### config.mk
export PLATFORM = sky130hd
export DESIGN_NAME = direction_scheduler_flat
export DESIGN_NICKNAME = d
export VERILOG_FILES = /design/src/rtl/direction_scheduler_if.sv /design/src/rtl/direction_scheduler.sv /design/src/flat_wrapper.sv
export SDC_FILE = /design/constraint.sdc
export NUM_CORES = 1
export LEC_CHECK = 0
export ABC_AREA = 1
export BUFFER_PORTS_ARGS = -buffer_cell sky130_fd_sc_hd__clkbuf_2
export CORE_UTILIZATION = 45
export DETAILED_ROUTE_END_ITERATION = 8
export GPL_ROUTABILITY_DRIVEN = 0
export GPL_TIMING_DRIVEN = 0
export HOLD_SLACK_MARGIN = 0.12
export PLACE_DENSITY = 0.77
export SETUP_SLACK_MARGIN = 0.4
export SYNTH_ARGS = -nofsm -noshare
export SYNTH_HDL_FRONTEND = slang
export SYNTH_SLANG_ARGS = --single-unit
### constraint.sdc
create_clock -name Clk_50mhz -period 4.5 [get_ports Clk_50mhz]
set_clock_uncertainty 0.05 [all_clocks]
set_input_delay 0.45 -clock Clk_50mhz [delete_from_list [all_inputs] [get_ports Clk_50mhz]]
set_output_delay 0.45 -clock Clk_50mhz [all_outputs]
set_load 0.01 [all_outputs]
### src/rtl/direction_scheduler_if.sv
// direction_scheduler_if: game/key inputs and direction/queue outputs of the scheduler
interface direction_scheduler_if;
    logic       Game_en;
    logic       Game_tick;
    logic       Key_up;
    logic       Key_right;
    logic       Key_down;
    logic       Key_left;
    logic [1:0] Dir;
    logic       Dir_changed;
    logic       Key_drop;
    logic [2:0] Queue_level;
    logic [7:0] Turn_count;
    modport master (
        output Game_en, Game_tick, Key_up, Key_right, Key_down, Key_left,
        input  Dir, Dir_changed, Key_drop, Queue_level, Turn_count
    );
    modport slave (
        input  Game_en, Game_tick, Key_up, Key_right, Key_down, Key_left,
        output Dir, Dir_changed, Key_drop, Queue_level, Turn_count
    );
endinterface

### src/rtl/direction_scheduler.sv
// direction_scheduler: queues snake turn requests and applies one per game tick
module direction_scheduler #(
    parameter int         QUEUE_DEPTH = 2,
    parameter logic [1:0] RESET_DIR   = 2'b01
) (
    input logic Clk_50mhz,
    input logic Rst,
    direction_scheduler_if.slave bus
);
    typedef enum logic {IDLE, RUN} state_t;
    localparam int QW = 2 * QUEUE_DEPTH;
    localparam int IW = (QW > 2) ? $clog2(QW) : 1;
    state_t state, state_next;
    logic [QW-1:0] q, q_next;
    logic [2:0] count, count_next, widx;
    logic [1:0] dir, win, ref_dir;
    logic [7:0] turns;
    logic [IW-1:0] tail_idx, push_idx;
    logic run, key_any, key_multi, full, pop, push, changed, drop;
    always_comb state_next = bus.Game_en ? RUN : IDLE;
    // queue head sits in q[1:0]; entries shift down on every pop
    always_comb begin
        run       = state == RUN;
        key_any   = bus.Key_up | bus.Key_right | bus.Key_down | bus.Key_left;
        key_multi = (bus.Key_up & (bus.Key_right | bus.Key_down | bus.Key_left)) |
                    (bus.Key_right & (bus.Key_down | bus.Key_left)) |
                    (bus.Key_down & bus.Key_left);
        win       = bus.Key_up ? 2'b00 : bus.Key_right ? 2'b01 : bus.Key_down ? 2'b10 : 2'b11;
        tail_idx  = IW'({count - 3'd1, 1'b0});
        ref_dir   = (count != 3'd0) ? q[tail_idx +: 2] : dir;
        full      = count == 3'(QUEUE_DEPTH);
        pop       = run && bus.Game_tick && count != 3'd0;
        push      = run && key_any && win != ref_dir && win != (ref_dir ^ 2'b10) && (!full || pop);
        widx      = count - {2'b0, pop};
        push_idx  = IW'({widx, 1'b0});
        q_next    = pop ? q >> 2 : q;
        if (push) q_next[push_idx +: 2] = win;
        count_next = run ? count + {2'b0, push} - {2'b0, pop} : 3'd0;
    end
    always_ff @(posedge Clk_50mhz) begin
        if (Rst) begin
            state   <= IDLE;
            q       <= '0;
            count   <= 3'd0;
            dir     <= RESET_DIR;
            changed <= 1'b0;
            drop    <= 1'b0;
            turns   <= 8'd0;
        end else begin
            state   <= state_next;
            q       <= run ? q_next : '0;
            count   <= count_next;
            if (pop) dir <= q[1:0];
            changed <= pop;
            drop    <= run && key_any && (key_multi || !push);
            turns   <= turns + {7'b0, pop};
        end
    end
    assign bus.Dir         = dir;
    assign bus.Dir_changed = changed;
    assign bus.Key_drop    = drop;
    assign bus.Queue_level = count;
    assign bus.Turn_count  = turns;
endmodule

### src/flat_wrapper.sv
// flat-port wrapper written by rule: the top's interface ports become plain ports
module direction_scheduler_flat 
#(
    parameter int         QUEUE_DEPTH = 2,
    parameter logic [1:0] RESET_DIR   = 2'b01
)
  (Clk_50mhz, Rst, bus_Game_en, bus_Game_tick, bus_Key_up, bus_Key_right, bus_Key_down, bus_Key_left, bus_Dir, bus_Dir_changed, bus_Key_drop, bus_Queue_level, bus_Turn_count);
  direction_scheduler_if bus_i ();
  input logic Clk_50mhz;
  input logic Rst;
  input wire logic [$bits(bus_i.Game_en)-1:0] bus_Game_en;
  input wire logic [$bits(bus_i.Game_tick)-1:0] bus_Game_tick;
  input wire logic [$bits(bus_i.Key_up)-1:0] bus_Key_up;
  input wire logic [$bits(bus_i.Key_right)-1:0] bus_Key_right;
  input wire logic [$bits(bus_i.Key_down)-1:0] bus_Key_down;
  input wire logic [$bits(bus_i.Key_left)-1:0] bus_Key_left;
  output wire logic [$bits(bus_i.Dir)-1:0] bus_Dir;
  output wire logic [$bits(bus_i.Dir_changed)-1:0] bus_Dir_changed;
  output wire logic [$bits(bus_i.Key_drop)-1:0] bus_Key_drop;
  output wire logic [$bits(bus_i.Queue_level)-1:0] bus_Queue_level;
  output wire logic [$bits(bus_i.Turn_count)-1:0] bus_Turn_count;
  assign bus_i.Game_en = bus_Game_en;
  assign bus_i.Game_tick = bus_Game_tick;
  assign bus_i.Key_up = bus_Key_up;
  assign bus_i.Key_right = bus_Key_right;
  assign bus_i.Key_down = bus_Key_down;
  assign bus_i.Key_left = bus_Key_left;
  assign bus_Dir = bus_i.Dir;
  assign bus_Dir_changed = bus_i.Dir_changed;
  assign bus_Key_drop = bus_i.Key_drop;
  assign bus_Queue_level = bus_i.Queue_level;
  assign bus_Turn_count = bus_i.Turn_count;
  direction_scheduler #(.QUEUE_DEPTH(QUEUE_DEPTH), .RESET_DIR(RESET_DIR)) u_core (.Clk_50mhz(Clk_50mhz), .Rst(Rst), .bus(bus_i));
endmodule
==> summary.md, run 1 <==
| Metric | Value |
|---|---|
| Multi-input combinational cell area | `553.0 um^2` |
| Longest Clk Path Bufs | `2` |
| Yosys warning count | `0` |
| Residual DRC | `0` |
| CP Data Arrival Time | `about 2.7 ns` |
| Startpoint type of the worst setup path | `flop` |
| Syn nets | `~160` |
| Row cnt | `16` |
| Diodes inserted | `0` |
| Total power draw | `between 0.0003 and 0.0004 W` |
| Worst R2R End | `u_core.bus.Queue_level[2]$_SDFF_PP0_` |
| Antenna violations before repair | `0` |
| Hold_sp | `bus_Game_en` |
| Full die area | `2493 um^2` |
| Required @ worst endpoint | `4.68 ns` |
| Largest net degree at the start of global routing | `12` |
| Top Ports | `23` |
| Sequential cell area | `about 400 um^2` |
| H-tree levels | `1` |
| Crit path cell chain | `inv_1, nand2_2, nand2_4, inv_2, ha_1, inv_1, ha_1, inv_1, fa_1, or2_2, a21oi_1` |
| Crit. End Element | `flop` |
| Vias | `945` |
| Port Buffers | `21` |
| RSZ-0062 raised after global routing | `false` |
| Most frequent CP cell | `inv_1` |
| Pwr Density | `between 200 and 300 nW/um^2` |
| Total CTS buffers | `3` |
| Setup_tns | `0 ns` |
| Clk_lat worst skew | `around 0.3 ns` |
| Reg clk slew, reported paths | `0.10 ns` |
| Post-Syn Area | `1033 um^2` |
| Vias per cell | `4.846` |
| Slew @ Worst Pin | `0.2428 ns` |
| Clock sink total | `20` |
| Die Span X | `49.93 um` |
| Postcts setup bufs | `0` |
| Final #Nets | `182` |
| Hold Fails Final Rpt | `0` |
| Reg-to-reg startpoint | `u_core.bus.Queue_level[1]$_SDFF_PP0_` |
| Period utilization | `0.5686` |
| Worst hold margin | `0.2857 ns` |
| Seq/Total Area, Yosys | `0.3874` |
| Vias in the first global route | `897` |
| Area fraction of the dominant cell type after synthesis | `0.3874` |
| Max stage delay on crit path | `0.47 ns` |
| Biggest area consumer among synthesized cells | `dfxtp_1` |
| Iter 0 DRT Violations | `24` |
| Worst vdd ir | `0.0002371 V` |
| Number of synthesized flops with an enable pin | `0` |
| Ys async rst share | `0` |
| Dpl cells | `191` |
| Die Y | `49.93 um` |
| Slowest stage cell, crit path | `dfxtp_1` |
| CTS tree | `built` |
| Synth Area per Inst | `7.227 um^2` |
| First-pass GRT wire length | `3.560 mm` |
| GRT overflow | `0` |
| Layout Area Growth over Synthesis | `16.95%` |
| Netlist cell types | `24` |
| Rel. slew slack | `0.8379` |
| Share of layout cells above drive strength 1 | `0.2619` |
| Most used DFF post-synth | `dfxtp_1` |
| Fill count | `204` |
| Critical path peak fanout | `7` |
| Hold Path Class | `input pin to flop` |
| Top post-synthesis cells by area | `dfxtp_1 (39%), nand2_1 (15%), inv_1 (6.5%), nor2_1 (6.2%), ha_1 (4.8%)` |
| Routed len/inst | `10.49 um` |
| Final Max Tran Viols | `0` |
| Hold Path End | `u_core.run$_SDFF_PP0_` |
| Setup Viol. Count Final | `0` |
| Synth Instances | `143` |
| Status | `finished, final reports clean` |
| Post-Route WL | `2.045 mm` |
| Post_cts resized | `0` |
| Initial Util | `0.5012` |
| Hold path depth | `3` |
| CTS Root Cell | `clkbuf_4` |
| CP Class | `flop to flop` |
| Post-CTS Hold Fix Bufs | `0` |
| Drt pass-1 iters | `4` |
| Worst Reg-to-Reg Cells | `11` |
| Max_cap viols | `0` |
| Most frequent cell after synthesis | `nand2_1` |
| Core Area | `about 2100 um^2` |
| Post-DP HPWL | `between 1.5 and 2 mm` |
| Highest clock rate | `390.8 MHz` |
| Post-Layout Cell Count | `195` |
| Reg-to-reg slack, setup | `1.94 ns` |
| Period minus WS final | `~2.6 ns` |
| Post-DRT Antenna Nets | `0` |
| #FFs+latches synth | `20` |
| Leakage | `between 0.5 and 0.6 nW` |
| Commonest cells post-synth | `nand2_1 (41), dfxtp_1 (20), inv_1 (18)` |
| Total track usage | `0.1917` |
==> kinds of logic (layout without fill, tap and decap cells) <==
group           count (synthesis)  after routing  share of synthesized area
compound gates                 16             16                    0.09081
flops                          20             20                     0.3874
buf+inv                        21             46                    0.07748
fa+ha+maj                       5              5                    0.06780
simple gates                   79             79                     0.3596
xor+xnor                        2              2                    0.01695
==> worst max-delay path by stage <==
stage                                         startpoint                                   end  depth (start not counted)
floorplan           u_core.bus.Queue_level[1]$_SDFF_PP0_  u_core.bus.Queue_level[2]$_SDFF_PP0_                         11
global placement                           bus_Game_tick  u_core.bus.Queue_level[2]$_SDFF_PP0_                         12
detailed placement  u_core.bus.Queue_level[1]$_SDFF_PP0_  u_core.bus.Queue_level[2]$_SDFF_PP0_                         11
CTS                 u_core.bus.Queue_level[1]$_SDFF_PP0_  u_core.bus.Queue_level[2]$_SDFF_PP0_                         11
global route        u_core.bus.Queue_level[1]$_SDFF_PP0_  u_core.bus.Queue_level[2]$_SDFF_PP0_                         11
finish              u_core.bus.Queue_level[1]$_SDFF_PP0_  u_core.bus.Queue_level[2]$_SDFF_PP0_                         11
==> sequential cells by signal, indices dropped and copies added, names as in the netlist <==
register and count:
u_core.bus.Dir 2, u_core.bus.Dir_changed 1, u_core.bus.Key_drop 1, u_core.bus.Queue_level 3
u_core.bus.Turn_count 8, u_core.q 4, u_core.run 1
==> power breakdown <==
| part | leakage, nW | total (W) | internal, W | switching, W |
|---|---|---|---|---|
| combinational | 0.406 | 0.0000240 | 0.00000867 | 0.0000154 |
| sequential | 0.162 | 0.000179 | 0.000178 | 0.000000887 |
| clock | 0.0210 | 0.000101 | 0.0000494 | 0.0000521 |
==> metrics by stage <==
step                      cell area, um^2  worst slack [ns]  utilization
after floorplan                      1033             2.209            -
after global placement               1172             2.049       0.5686
after detailed placement             1172             1.934       0.5686
after CTS                            1209             1.903       0.5862
after global routing                 1209             1.727       0.5862
final                                1209             1.941       0.5862
==> worst max-delay path: cells and delay by family (launching register included) <==
kind,cells,cell delay [ns]
simple gates,3,0.53
compound gates,1,0.12
buf+inv,4,0.47
fa+ha+maj,3,0.85
flops,1,0.47
==> layout make-up <==
class	instances	share of cell area
sequential	20	0.3313
multi-input combinational	102	0.4576
timing repair buffer	21	0.08696
clock buffer	4	0.03002
tap	27	0.02795
buffer	1	0.004141
inverter	20	0.06211
==> layout by cell type, fill, tap and decap left out <==
master,count
nor3_1,1
xor2_1,1
ha_1,4
o21a_1,1
dfxtp_1,20
or2_2,1
o21ai_0,4
nand2_4,1
a21oi_2,3
nand3b_1,1
clkbuf_8,1
buf_2,1
clkbuf_2,21
xnor2_1,1
nor2_4,3
fa_1,1
inv_1,18
nor2_2,2
a21oi_1,8
nand4_1,2
inv_2,2
nor2_1,17
nand3_2,2
nand2_2,4
nand3_1,4
nand2_1,41
clkbuf_4,3
==> layer usage <==
layer  up-vias  track usage  routed length [um]
li1        495            -                   -
met4         0      0.06190                  20
met3         2      0.06481                  69
met1       432       0.2079                 912
met5         -            0                   0
met2        16       0.3446                1043
No activity file was read; power rests on OpenSTA's default activity.
==> inputs of run 2 (changes only) <==
Clock period 4.5 ns to 2.6 ns, I/O delays scaled along.
==> summary.md, run 2 (synthesis results as in run 1) <==
| Metric | Value |
|---|---|
| Status | `finished, final reports clean (unchanged)` |
| Top Ports | `23 (unchanged)` |
| Iter 0 DRT Violations | `8 (was 24)` |
| Die Span X | `49.93 um (unchanged)` |
| Crit. End Element | `flop (unchanged)` |
| Final Instance Area | `1270 um^2 (was 1209 um^2)` |
| CTS Root Cell | `clkbuf_4 (unchanged)` |
| Post-Place Cell Area | `1186 um^2 (was 1172 um^2)` |
| Final Core Density | `0.6159 (was 0.5862)` |
| Met3 usage | `0.05556 (was 0.06481)` |
| Clock sink total | `20 (unchanged)` |
| Initial Util | `0.5012 (unchanged)` |
| Diodes inserted | `0 (unchanged)` |
| GR peak layer | `met2 (unchanged)` |
| Hold_sp | `Rst (was bus_Game_en)` |
| Hold path depth | `2 (was 3)` |
| Hold Fails Final Rpt | `0 (unchanged)` |
| Pint | `0.0003776 W (was 0.0002362 W)` |
| Multi-input combinational cell area | `579.3 um^2 (was 553.0 um^2)` |
| Total CTS buffers | `3 (unchanged)` |
| GR Layer Usage met2 | `0.2905 (was 0.3446)` |
| Post-DP HPWL | `1.548 mm (was 1.681 mm)` |
| Core Area | `2062 um^2 (unchanged)` |
| Post-Route WL | `2.037 mm (was 2.045 mm)` |
| Total track usage | `0.1838 (was 0.1917)` |
| Commonest non-fill, non-tap cell in the layout | `nand2_1 (unchanged)` |
| Clock Power Share | `0.288 (was 0.333)` |
| RSZ-0062 raised after global routing | `false (unchanged)` |
| Routed len/inst | `10.29 um (was 10.49 um)` |
| CTS tree | `built (unchanged)` |
| Slew @ Worst Pin | `0.2806 ns (was 0.2428 ns)` |
| Share of layout cells above drive strength 1 | `0.3099 (was 0.2619)` |
| Setup_tns | `0 ns (unchanged)` |
| Critical path peak fanout | `6 (was 7)` |
| Reg clk slew, reported paths | `0.10 ns (about the same)` |
| Final #Nets | `186 (was 182)` |
| Pwr Density | `390.1 nW/um^2 (was 252.0 nW/um^2)` |
| First-pass GRT wire length | `3.429 mm (was 3.560 mm)` |
| Worst R2R End | `u_core.bus.Queue_level[2]$_SDFF_PP0_ (unchanged)` |
| Post-DRT Antenna Nets | `0 (unchanged)` |
| CP Class | `flop to flop (unchanged)` |
| Combinational share of power | `0.092 (was 0.079)` |
| Worst Reg-to-Reg Cells | `11 (unchanged)` |
| Startpoint type of the worst setup path | `flop (unchanged)` |
| Required @ worst endpoint | `2.78 ns (was 4.68 ns)` |
| Vias | `949 (was 945)` |
| Drt pass-1 iters | `4 (unchanged)` |
| Period minus WS final | `2.077 ns (was 2.559 ns)` |
| Sequential cell area | `411.6 um^2 (was 400.4 um^2)` |
| Vias in the first global route | `844 (was 897)` |
| Max reg flops | `8 (unchanged)` |
| Highest clock rate | `481.5 MHz (was 390.8 MHz)` |
| Leakage | `0.6019 nW (was 0.5883 nW)` |
| Reg-to-reg slack, setup | `0.52 ns (was 1.94 ns)` |
| Global Route met1 Usage | `0.2279 (was 0.2079)` |
| Longest Clk Path Bufs | `2 (unchanged)` |
| Fill count | `182 (was 204)` |
| Sw power | `0.0001178 W (was 0.00006833 W)` |
| Layout Area Growth over Synthesis | `22.88% (was 16.95%)` |
| Setup Viol. Count Final | `0 (unchanged)` |
| Max_cap viols | `0 (unchanged)` |
| Worst vdd ir | `0.0003939 V (was 0.0002371 V)` |
| Die Y | `49.93 um (unchanged)` |
| Rel. slew slack | `0.8125 (was 0.8379)` |
| Hold Path Class | `input pin to flop (unchanged)` |
| Vias per cell | `4.793 (was 4.846)` |
| GRT overflow | `0 (unchanged)` |
| Port Buffers | `21 (unchanged)` |
| CP Data Arrival Time | `2.26 ns (was 2.74 ns)` |
| Clk_lat worst skew | `0.29 ns (was 0.30 ns)` |
| Sequential share of power | `0.620 (was 0.588)` |
| Reg-to-reg startpoint | `u_core.bus.Queue_level[0]$_SDFF_PP0_ (was u_core.bus.Queue_level[1]$_SDFF_PP0_)` |
| Hold Path End | `u_core.bus.Turn_count[0]$_SDFF_PP0_ (was u_core.run$_SDFF_PP0_)` |
| Row cnt | `16 (unchanged)` |
| Full die area | `2493 um^2 (unchanged)` |
| Sw Ratio | `0.2377 (was 0.2244)` |
| Highest-count cells in the layout ignoring fill and taps | `nand2_1 (41), clkbuf_2 (21), inv_1 (17), nor2_1 (17), dfxtp_1 (17) (was nand2_1 (41), clkbuf_2 (21), dfxtp_1 (20))` |
| H-tree levels | `1 (unchanged)` |
| Period utilization | `0.7988 (was 0.5686)` |
| Antenna violations before repair | `0 (unchanged)` |
| Residual DRC | `0 (unchanged)` |
| Largest net degree at the start of global routing | `11 (was 12)` |
| Final Max Tran Viols | `0 (unchanged)` |
-- run 2: cell types whose count changed in the layout (fill, tap and decap cells not counted), sizes merged --
cell	change
dlygate4sd3	+1
buf	+3
clkbuf	-1
-- run 2: worst max-delay path by stage --
stage	startpoint	end	slack (ns)	depth (start not counted)
after floorplan	u_core.bus.Queue_level[0]$_SDFF_PP0_	u_core.bus.Queue_level[2]$_SDFF_PP0_	0.48	11
after global placement	u_core.bus.Queue_level[0]$_SDFF_PP0_	u_core.bus.Queue_level[2]$_SDFF_PP0_	0.36	11
after detailed placement	u_core.bus.Queue_level[0]$_SDFF_PP0_	u_core.bus.Queue_level[2]$_SDFF_PP0_	0.32	11
after CTS	u_core.bus.Queue_level[2]$_SDFF_PP0_	u_core.bus.Queue_level[2]$_SDFF_PP0_	0.41	11
after global routing	u_core.bus.Queue_level[0]$_SDFF_PP0_	u_core.bus.Queue_level[2]$_SDFF_PP0_	0.43	11
final	u_core.bus.Queue_level[0]$_SDFF_PP0_	u_core.bus.Queue_level[2]$_SDFF_PP0_	0.52	11
-- run 2: per-stage QoR --
step | setup WS (ns) | hold slack, ns | instances | total power, W
floorplan | 0.4834 | 0.3170 | 143 | 0.0003464
global placement | 0.3616 | 0.4036 | 191 | 0.0003577
detailed placement | 0.3199 | 0.4119 | 191 | 0.0003591
CTS | 0.4104 | 0.1741 | 196 | 0.0005015
global route | 0.4316 | 0.1784 | 198 | 0.0005173
finish | 0.5232 | 0.1863 | 198 | 0.0004954
-- run 2: critical path: stages, from the launching register on --
cell and delay, ns:
dfxtp_4 0.38, nor2_4 0.15, nand2_4 0.08, nand2_4 0.08, inv_4 0.06, ha_4 0.24
inv_4 0.08, ha_1 0.14, inv_1 0.05, fa_2 0.33, or2_4 0.25, a21oi_2 0.12
-- run 2: layout make-up --
cell class,instances,area share
buffer,1,0.003941
timing repair buffer,25,0.1084
sequential,20,0.3241
inverter,20,0.06305
multi-input combinational,102,0.4562
tap,27,0.02660
clock buffer,3,0.01773
-- run 2: power groups by stage --
stage               clock network [W]  registers, W  logic [W]
floorplan                           0      0.000317  0.0000291
global placement                    0      0.000317  0.0000406
detailed placement                  0      0.000317  0.0000419
CTS                          0.000151      0.000307  0.0000437
global route                 0.000157      0.000308  0.0000523
finish                       0.000142      0.000307  0.0000457
-- run 2: per-layer routing --
metal	vias to the layer above	wire length (um)	part of all wire
met4	0	25	0.012
met5	-	0	0
met3	2	65	0.032
li1	505	-	-
met2	17	957	0.47
met1	425	988	0.49
-- run 2: what timing repair did --
item,4_1_cts,5_1_grt
pin swaps,2,3
hold buffers,1,0
buffers inserted,1,2
hold endpoints to repair,1,0
endpoints found under the setup margin,1,1
resized for setup,8,3
==> inputs of run 3 (changes only) <==
Clock period 2.6 ns to 2.16 ns, I/O delays scaled along.
==> summary.md, run 3 (synthesis results as in run 1) <==
| Metric | Value |
|---|---|
| Worst vdd ir | `0.0004262 V (was 0.0003939 V)` |
| Worst Path Buf+Inv | `3 (unchanged)` |
| Clk_lat worst skew | `0.31 ns (was 0.29 ns)` |
| Hold Path Class | `input pin to flop (unchanged)` |
| Rel. slew slack | `0.8230 (was 0.8125)` |
| Critical path peak fanout | `4 (was 6)` |
| Core Area | `2062 um^2 (unchanged)` |
| Final Max Tran Viols | `0 (unchanged)` |
| Setup_tns | `0 ns (unchanged)` |
| Required @ worst endpoint | `2.36 ns (was 2.78 ns)` |
| Die Y | `49.93 um (unchanged)` |
| Commonest non-fill, non-tap cell in the layout | `nand2_1 (unchanged)` |
| Row cnt | `16 (unchanged)` |
| Period utilization | `0.8943 (was 0.7988)` |
| First-pass GRT wire length | `3.981 mm (was 3.429 mm)` |
| Antenna violations before repair | `0 (unchanged)` |
| Post-Place Worst Slack | `0.02211 ns (was 0.3199 ns)` |
| Vias in the first global route | `1,011 (was 844)` |
| Routed len/inst | `11.46 um (was 10.29 um)` |
| CP Data Arrival Time | `2.13 ns (was 2.26 ns)` |
| Slowest stage cell, crit path | `dfxtp_4 (unchanged)` |
| Final Core Density | `0.7087 (was 0.6159)` |
| Clock sink total | `20 (unchanged)` |
| Share of layout cells above drive strength 1 | `0.4402 (was 0.3099)` |
| Setup Viol. Count Final | `0 (unchanged)` |
| RSZ-0062 raised after global routing | `true (was false)` |
| Fill count | `163 (was 182)` |
| Longest Clk Path Bufs | `2 (unchanged)` |
| Period minus WS final | `1.932 ns (was 2.077 ns)` |
| Post-Route WL | `2.419 mm (was 2.037 mm)` |
| Die Span X | `49.93 um (unchanged)` |
| Max reg flops | `8 (unchanged)` |
| Hold Fails Final Rpt | `0 (unchanged)` |
| Crit path cell chain | `nor2_4, nand2_4, nand2_4, inv_6, ha_4, clkinv_4, ha_4, inv_2, fa_2, or2_4, a21oi_2 (was nor2_4, nand2_4, nand2_4, inv_4, ha_4, inv_4, ha_1, inv_1, fa_2, or2_4, a21oi_2)` |
| Initial Util | `0.5012 (unchanged)` |
| Post-DRT Antenna Nets | `0 (unchanged)` |
| H-tree levels | `1 (unchanged)` |
| Fin worst setup slack | `0.2283 ns (was 0.5232 ns)` |
| Slew @ Worst Pin | `0.2649 ns (was 0.2806 ns)` |
| Reg clk slew, reported paths | `0.12 ns (was 0.10 ns)` |
| Total track usage | `0.2063 (was 0.1838)` |
| Pwr Density | `423.3 nW/um^2 (was 390.1 nW/um^2)` |
| Status | `finished, final reports clean (unchanged)` |
| Iter 0 DRT Violations | `34 (was 8)` |
| Leakage | `0.6693 nW (was 0.6019 nW)` |
| GRT overflow | `0 (unchanged)` |
| Max stage delay on crit path | `0.38 ns (about the same)` |
| Vias per cell | `5.062 (was 4.793)` |
| Full die area | `2493 um^2 (unchanged)` |
| Largest net degree at the start of global routing | `12 (was 11)` |
| Highest clock rate | `517.7 MHz (was 481.5 MHz)` |
| Port Buffers | `21 (unchanged)` |
| Final #Nets | `198 (was 186)` |
| CTS tree | `built (unchanged)` |
| CP top delay family | `adder cells (unchanged)` |
| Top Ports | `23 (unchanged)` |
| Highest-count cells in the layout ignoring fill and taps | `nand2_1 (37), clkbuf_2 (21), dfxtp_1 (16) (was nand2_1 (41), clkbuf_2 (21), inv_1 (17), nor2_1 (17), dfxtp_1 (17))` |
| Residual DRC | `0 (unchanged)` |
| Startpoint type of the worst setup path | `flop (unchanged)` |
| Post-DP HPWL | `1.675 mm (was 1.548 mm)` |
| Drt pass-1 iters | `4 (unchanged)` |
| Vias | `1,068 (was 949)` |
| Diodes inserted | `0 (unchanged)` |
| Crit. End Element | `flop (unchanged)` |
| CTS Root Cell | `clkbuf_4 (unchanged)` |
| Layout Area Growth over Synthesis | `41.40% (was 22.88%)` |
| Total CTS buffers | `3 (unchanged)` |
| CP Class | `flop to flop (unchanged)` |
| Max_cap viols | `0 (unchanged)` |
run 3: metrics by stage:
step	cell area [um^2]	power, W	hold slack [ns]	instances
after CTS	1410	0.0006196	0.1221	207
after global placement	1216	0.0004297	0.3604	191
final	1461	0.0006187	0.1227	211
after detailed placement	1216	0.0004319	0.3703	191
after global routing	1461	0.0006442	0.1310	211
after floorplan	1077	0.0004159	0.2730	143
run 3: power breakdown:
part	switching [W]	internal [W]
logic	0.0000361	0.0000238
registers	0.00000207	0.000368
clock network	0.000117	0.0000721
run 3: cell type report:
type / instances / area [um^2] / share of cell area
inverter: 20 / 85.08 / 0.05822
multi-input combinational: 102 / 666.9 / 0.4563
timing repair buffer: 37 / 231.5 / 0.1584
buffer: 1 / 5.005 / 0.003425
tap: 27 / 33.78 / 0.02312
clock buffer: 4 / 26.28 / 0.01798
sequential: 20 / 412.9 / 0.2825
run 3: worst paths after layout:
check                                        from                              endpoint  slack (ns)  depth (start not counted)
max          u_core.bus.Queue_level[2]$_SDFF_PP0_  u_core.bus.Queue_level[2]$_SDFF_PP0_        0.23                         11
max reg2reg  u_core.bus.Queue_level[2]$_SDFF_PP0_  u_core.bus.Queue_level[2]$_SDFF_PP0_        0.23                         11
min reg2reg        u_core.bus.Dir[1]$_SDFFE_PP0P_        u_core.bus.Dir[1]$_SDFFE_PP0P_        0.45                          2
min                                           Rst   u_core.bus.Turn_count[1]$_SDFF_PP0_        0.12                          2
run 3: repair_timing:
| item | in CTS | in global routing |
|---|---|---|
| hold buffers | 1 | 0 |
| pin swaps | 11 | 8 |
| setup endpoints to repair | 5 | 6 |
| resized for setup | 19 | 9 |
| buffers inserted | 11 | 4 |
| endpoints found under the hold margin | 1 | 0 |
run 3: worst register-to-register path: cells and delay by family (launching register included):
| family | cells | cell delay, ns |
|---|---|---|
| DFF | 1 | 0.38 |
| adders and majority gates | 3 | 0.66 |
| buffers and inverters | 3 | 0.13 |
| AOI/OAI and AO/OA | 1 | 0.11 |
| and+or+nand+nor | 4 | 0.54 |
run 3: layer usage:
| layer | vias up | routed length (um) | track usage |
|---|---|---|---|
| met3 | 2 | 150 | 0.04938 |
| li1 | 529 | - | - |
| met5 | - | 0 | 0 |
| met1 | 498 | 994 | 0.2295 |
| met4 | 0 | 14 | 0.07143 |
| met2 | 39 | 1261 | 0.3761 |
